`config.mk`:
```
export PLATFORM = sky130hd
export DESIGN_NAME = datapath_unit
export DESIGN_NICKNAME = d
export VERILOG_FILES = /design/src/rtl/datapath_unit.sv
export SDC_FILE = /design/constraint.sdc
export NUM_CORES = 1
export LEC_CHECK = 0
export CAP_MARGIN = 20
export CORE_UTILIZATION = 45
export DETAILED_ROUTE_END_ITERATION = 8
export DONT_BUFFER_PORTS = 1
export SETUP_SLACK_MARGIN = 0.02
export SYNTH_ARGS = -nofsm -noshare
export SYNTH_HDL_FRONTEND = slang
export SYNTH_SLANG_ARGS = --single-unit
```
`constraint.sdc`:
```
create_clock -name clk -period 6.62 [get_ports clk]
set_clock_uncertainty 0.05 [all_clocks]
set_input_delay 1.986 -clock clk [delete_from_list [all_inputs] [get_ports clk]]
set_output_delay 1.986 -clock clk [all_outputs]
set_load 0.02 [all_outputs]
```
`src/rtl/datapath_unit.sv`:
```
`default_nettype none
// ============================================================================
//  Module      : datapath_unit
//  Description : Four-register / ALU datapath driven by the controller's
//                control word. It performs one register transfer or ALU
//                operation per clock and returns zero/carry condition flags.
//  Ports       :
//      clk      - system clock; all state updates on the rising edge
//      reset    - asynchronous active-low reset
//      clr_i    - synchronous clear of all registers and both flags
//      ce_i     - per-register load enables; bit k loads R[k]
//      w_i      - write-bus source select
//      sel_i    - ALU operand B select, B = R[sel_i]
//      s_i      - ALU operation select
//      data_i   - external load data
//      regs_o   - {R3,R2,R1,R0}, registered
//      alu_o    - combinational ALU result
//      zero_o   - registered zero flag
//      carry_o  - registered carry/borrow flag
//  Revision    : 1.0  initial release
// ============================================================================
module datapath_unit #(
    parameter int WIDTH = 8
) (
    input  logic                 clk,
    input  logic                 reset,
    input  logic                 clr_i,
    input  logic [3:0]           ce_i,
    input  logic [2:0]           w_i,
    input  logic [1:0]           sel_i,
    input  logic [2:0]           s_i,
    input  logic [WIDTH-1:0]     data_i,
    output logic [4*WIDTH-1:0]   regs_o,
    output logic [WIDTH-1:0]     alu_o,
    output logic                 zero_o,
    output logic                 carry_o
);

    logic [WIDTH-1:0] r_regs [4];
    logic             r_zero;
    logic             r_carry;

    logic [WIDTH-1:0] w_a;
    logic [WIDTH-1:0] w_b;
    logic [WIDTH:0]   w_sum;
    logic [WIDTH:0]   w_diff;
    logic [WIDTH-1:0] w_alu;
    logic             w_carry;
    logic [WIDTH-1:0] w_bus;
    logic             w_flag_upd;

    // R0 is the fixed accumulator; operand B is any register.
    assign w_a = r_regs[0];
    assign w_b = r_regs[sel_i];

    // The extra top bit of the widened difference is set exactly when A < B,
    // which gives the borrow directly.
    assign w_sum  = {1'b0, w_a} + {1'b0, w_b};
    assign w_diff = {1'b0, w_a} - {1'b0, w_b};

    always_comb begin
        w_alu   = w_a;
        w_carry = 1'b0;
        case (s_i)
            3'b000: w_alu = w_a;
            3'b001: begin
                w_alu   = w_sum[WIDTH-1:0];
                w_carry = w_sum[WIDTH];
            end
            3'b010: begin
                w_alu   = w_diff[WIDTH-1:0];
                w_carry = w_diff[WIDTH];
            end
            3'b011: w_alu = w_a & w_b;
            3'b100: w_alu = w_a | w_b;
            3'b101: w_alu = w_a ^ w_b;
            3'b110: w_alu = ~w_a;
            3'b111: begin
                w_alu   = {w_a[WIDTH-2:0], 1'b0};
                w_carry = w_a[WIDTH-1];
            end
            default: begin
                w_alu   = w_a;
                w_carry = 1'b0;
            end
        endcase
    end

    always_comb begin
        w_bus = data_i;
        case (w_i)
            3'b000:  w_bus = data_i;
            3'b001:  w_bus = w_alu;
            3'b010:  w_bus = r_regs[0];
            3'b011:  w_bus = r_regs[1];
            3'b100:  w_bus = r_regs[2];
            3'b101:  w_bus = r_regs[3];
            3'b110:  w_bus = '0;
            3'b111:  w_bus = '1;
            default: w_bus = data_i;
        endcase
    end

    // Flags only track ALU results that are actually written somewhere.
    assign w_flag_upd = (w_i == 3'b001) && (ce_i != 4'b0000);

    // All registers sample the pre-edge write bus, so R0 <= R0 op R[n]
    // accumulates correctly and multi-enable loads see the same value.
    always_ff @(posedge clk or negedge reset) begin
        if (!reset) begin
            for (int k = 0; k < 4; k++) begin
                r_regs[k] <= '0;
            end
        end else if (clr_i) begin
            for (int k = 0; k < 4; k++) begin
                r_regs[k] <= '0;
            end
        end else begin
            for (int k = 0; k < 4; k++) begin
                if (ce_i[k]) begin
                    r_regs[k] <= w_bus;
                end
            end
        end
    end

    always_ff @(posedge clk or negedge reset) begin
        if (!reset) begin
            r_zero  <= 1'b0;
            r_carry <= 1'b0;
        end else if (clr_i) begin
            r_zero  <= 1'b0;
            r_carry <= 1'b0;
        end else if (w_flag_upd) begin
            r_zero  <= (w_alu == '0);
            r_carry <= w_carry;
        end
    end

    generate
        for (genvar g = 0; g < 4; g++) begin : g_pack
            assign regs_o[g*WIDTH +: WIDTH] = r_regs[g];
        end
    endgenerate

    assign alu_o   = w_alu;
    assign zero_o  = r_zero;
    assign carry_o = r_carry;

endmodule
`default_nettype wire

```
==> flow_metrics.tcl <==
set metrics [dict create \
    yosysMostFrequentCell "nand2_1" \
    met1_usage 0.355 \
    drive_gt1_frac 0.0660 \
    async_reset_ff_frac 1.00 \
    port_buffers 0 \
    antenna_found_initial 0 \
    yosys_warnings 0 \
    path_cells "mux4_2 -> inv_1 -> ha_1 -> nand3_1 -> a2111oi_0 -> nor3_1 -> nand3b_1 -> a31oi_2" \
    rsz0062_at_grt "false" \
    crit_slowest_cell "a2111oi_0" \
    p_int_w 0.000395 \
    fp.dieH_um 90.5 \
    fin_crit_sh 0.972 \
    root_buffer "clkbuf_8" \
    cp.required_ns 4.58 \
    diodes 0 \
    grt_max_degree 43 \
    drt-initial-drc-count 211 \
    synthTopCellsByCount "nand2_1, dfrtp_1, inv_1, nor2_1, o21ai_0" \
    cp_slowest_stage_delay_ns 0.61 \
    routed_wl_um 10200 \
    cp_data_arrival_time_ns 4.40 \
    die_w_um 90.5 \
    relSlewSlack 0.580 \
    hold_buffers 0 \
    first_pass_iters 4 \
    hold_viol 0 \
    clk-insertion-delay-late_ns 0.28 \
    num_rows 31 \
    fill_cells 745 \
    viasPerCell 6.43 \
    cts_buffers 5 \
    initial_utilization 0.476 \
    area_delta_synth_final_pct 1.92 \
    setup_violations 0 \
    critPathTopFamily "compound AO/OA/AOI/OAI gates" \
    htree_levels 2 \
    core-area_um2 7410 \
    place_congestion 0.910 \
    vias 3264 \
    synth_seq_area_share 0.241 \
    dieArea_um2 8190 \
    dp_hpwl_um 7750 \
    synth_edf_count 0 \
    critPathKind "in2out" \
    p_per_area_nw_per_um2 176 \
    synth_seq_cells 34 \
    drv_cap 0 \
    yosysUniqueCellTypes 63 \
    hold_slack_ns 0.584 \
    seq_power_share 0.415 \
    critPathMaxFanout 10 \
    post-cts-setup-buffer-count 0 \
    grt_use_total 0.255 \
    hold_path.class "reg2reg" \
    cts_num_sinks 34 \
    synth_area_per_cell_um2 8.08 \
    tightest_slew_ns 0.614 \
    finalNetCount 461 \
    yosys_most_used_dff "dfrtp_1" \
    p_comb_frac 0.333 \
    peakVddDrop_mv 0.141 \
    worstPathBufferInverterCount 1 \
    syn-cell-area_um2 3520 \
    min_period_ns 6.43 \
    synthTopCellsByArea "dfrtp_1, ha_1, mux4_2" \
    crit_path_end_kind "primary output" \
    cts_tree "built" \
    grt-busiest-layer "met2" \
    path_clk_slew_ns 0.07 \
    p_switching_w 0.000238 \
    grtUsageMet3 0.0404 \
    drc 0 \
    timing.fmax_ghz 0.155 \
    wl_per_cell_um 20.0 \
    cts_resized 0 \
    grt.overflow.total 0 \
    leakage_nw 1.54 \
    drv_slew 0 \
    final.setup.tns_ns 0 \
    yosys.area.top_type_share 0.241 \
    status "finished, final reports clean" \
    startpoint_type "input pin" \
    grt_use_met2 0.405 \
    synthCells 436 \
    io_pins 65 \
    power_switching_share 0.376 \
    grt_pass1_wl_um 16700 \
    synth_top_cell_by_area "dfrtp_1" \
    synth_nets 489 \
    first_global_vias 3112 \
    clock_path_buffers 2 \
    final_antenna_net_count 0 \
    clkPwrFrac 0.252 \
]
[layout make-up]
| class | instances | area, um2 | share of cell area |
|---|---|---|---|
| clock buffer | 7 | 86.3 | 0.0240 |
| clock inverter | 1 | 5.00 | 0.00139 |
| inverter | 31 | 116 | 0.0324 |
| multi-input combinational | 335 | 2400 | 0.669 |
| sequential | 34 | 851 | 0.237 |
| tap | 99 | 124 | 0.0345 |
| timing repair buffer | 1 | 7.51 | 0.00209 |
[routing by layer]
metal | vias to the layer above | share of wire
met1 | 1590 | 0.45
met2 | 135 | 0.47
met3 | 18 | 0.067
li1 | 1521 | -
met5 | - | 0
met4 | 0 | 0.019
[tightest hold or removal path, cell delays in order, from the launching register on]
cell and delay (ns):
dfrtp_1 0.46, nand2_1 0.09, o31ai_2 0.05
[per-stage QoR]
stage	setup slack [ns]	utilization	total power, W	instances	instance area [um2]
2_1_floorplan	0.158	-	0.000446	436	3530
3_3_place_gp	0.294	0.472	0.000472	500	3500
3_5_place_dp	0.227	0.472	0.000475	500	3500
4_1_cts	0.230	0.485	0.000634	508	3590
5_1_grt	0.0831	0.485	0.000666	508	3590
6_report	0.187	0.485	0.000633	508	3590
[flip-flops by register name (all words and copies together), names as in the netlist]
name	cells
zero_o	1
carry_o	1
w_a	8
regs_o	24
[worst paths after layout]
path | start | slack [ns] | endpoint | depth (start not counted)
worst max-delay path | sel_i[0] | 0.19 | alu_o[7] | 8
worst min-delay path | zero_o | 0.58 | zero_o | 2
worst max register to register | w_a[1] | 2.84 | zero_o | 10
worst min register to register | zero_o | 0.58 | zero_o | 2
max in group asynchronous | reset | 5.09 | zero_o | 0
min in group asynchronous | reset | 1.34 | w_a[0] | 0
[placed cells by master, fill, tap and decap left out, types with 6 or more instances in the layout]
| master | Yosys | final |
|---|---|---|
| nand2_1 | 35 | 35 |
| dfrtp_1 | 34 | 34 |
| inv_1 | 31 | 31 |
| nor2_1 | 31 | 31 |
| o21ai_0 | 29 | 29 |
| ha_1 | 28 | 28 |
| a21oi_1 | 25 | 25 |
| nor3_1 | 20 | 20 |
| nand2b_1 | 15 | 15 |
| a21o_1 | 14 | 14 |
| nor2b_1 | 12 | 12 |
| mux4_2 | 9 | 9 |
| nor3b_1 | 9 | 9 |
| a221oi_1 | 8 | 8 |
| a211oi_1 | 8 | 8 |
| nand3b_1 | 7 | 7 |
| clkbuf_8 | 0 | 6 |
[power groups by stage]
stage / clock network [W] / logic (W) / registers (W)
6_report: 0.000159 / 0.000211 / 0.000263
5_1_grt: 0.000170 / 0.000231 / 0.000265
4_1_cts: 0.000162 / 0.000209 / 0.000263
3_5_place_dp: 0 / 0.000208 / 0.000267
2_1_floorplan: 0 / 0.000189 / 0.000257
3_3_place_gp: 0 / 0.000206 / 0.000266
[logic make-up (layout without fill, tap and decap cells)]
family	after synthesis	in the layout	share of synthesized area
simple gates	153	153	0.226
flops	34	34	0.241
xor+xnor	7	7	0.0174
fa+ha+maj	30	30	0.111
mux	12	12	0.0664
compound gates	133	133	0.259
buf+inv	67	40	0.0788
No activity file was read; power rests on OpenSTA's default activity.
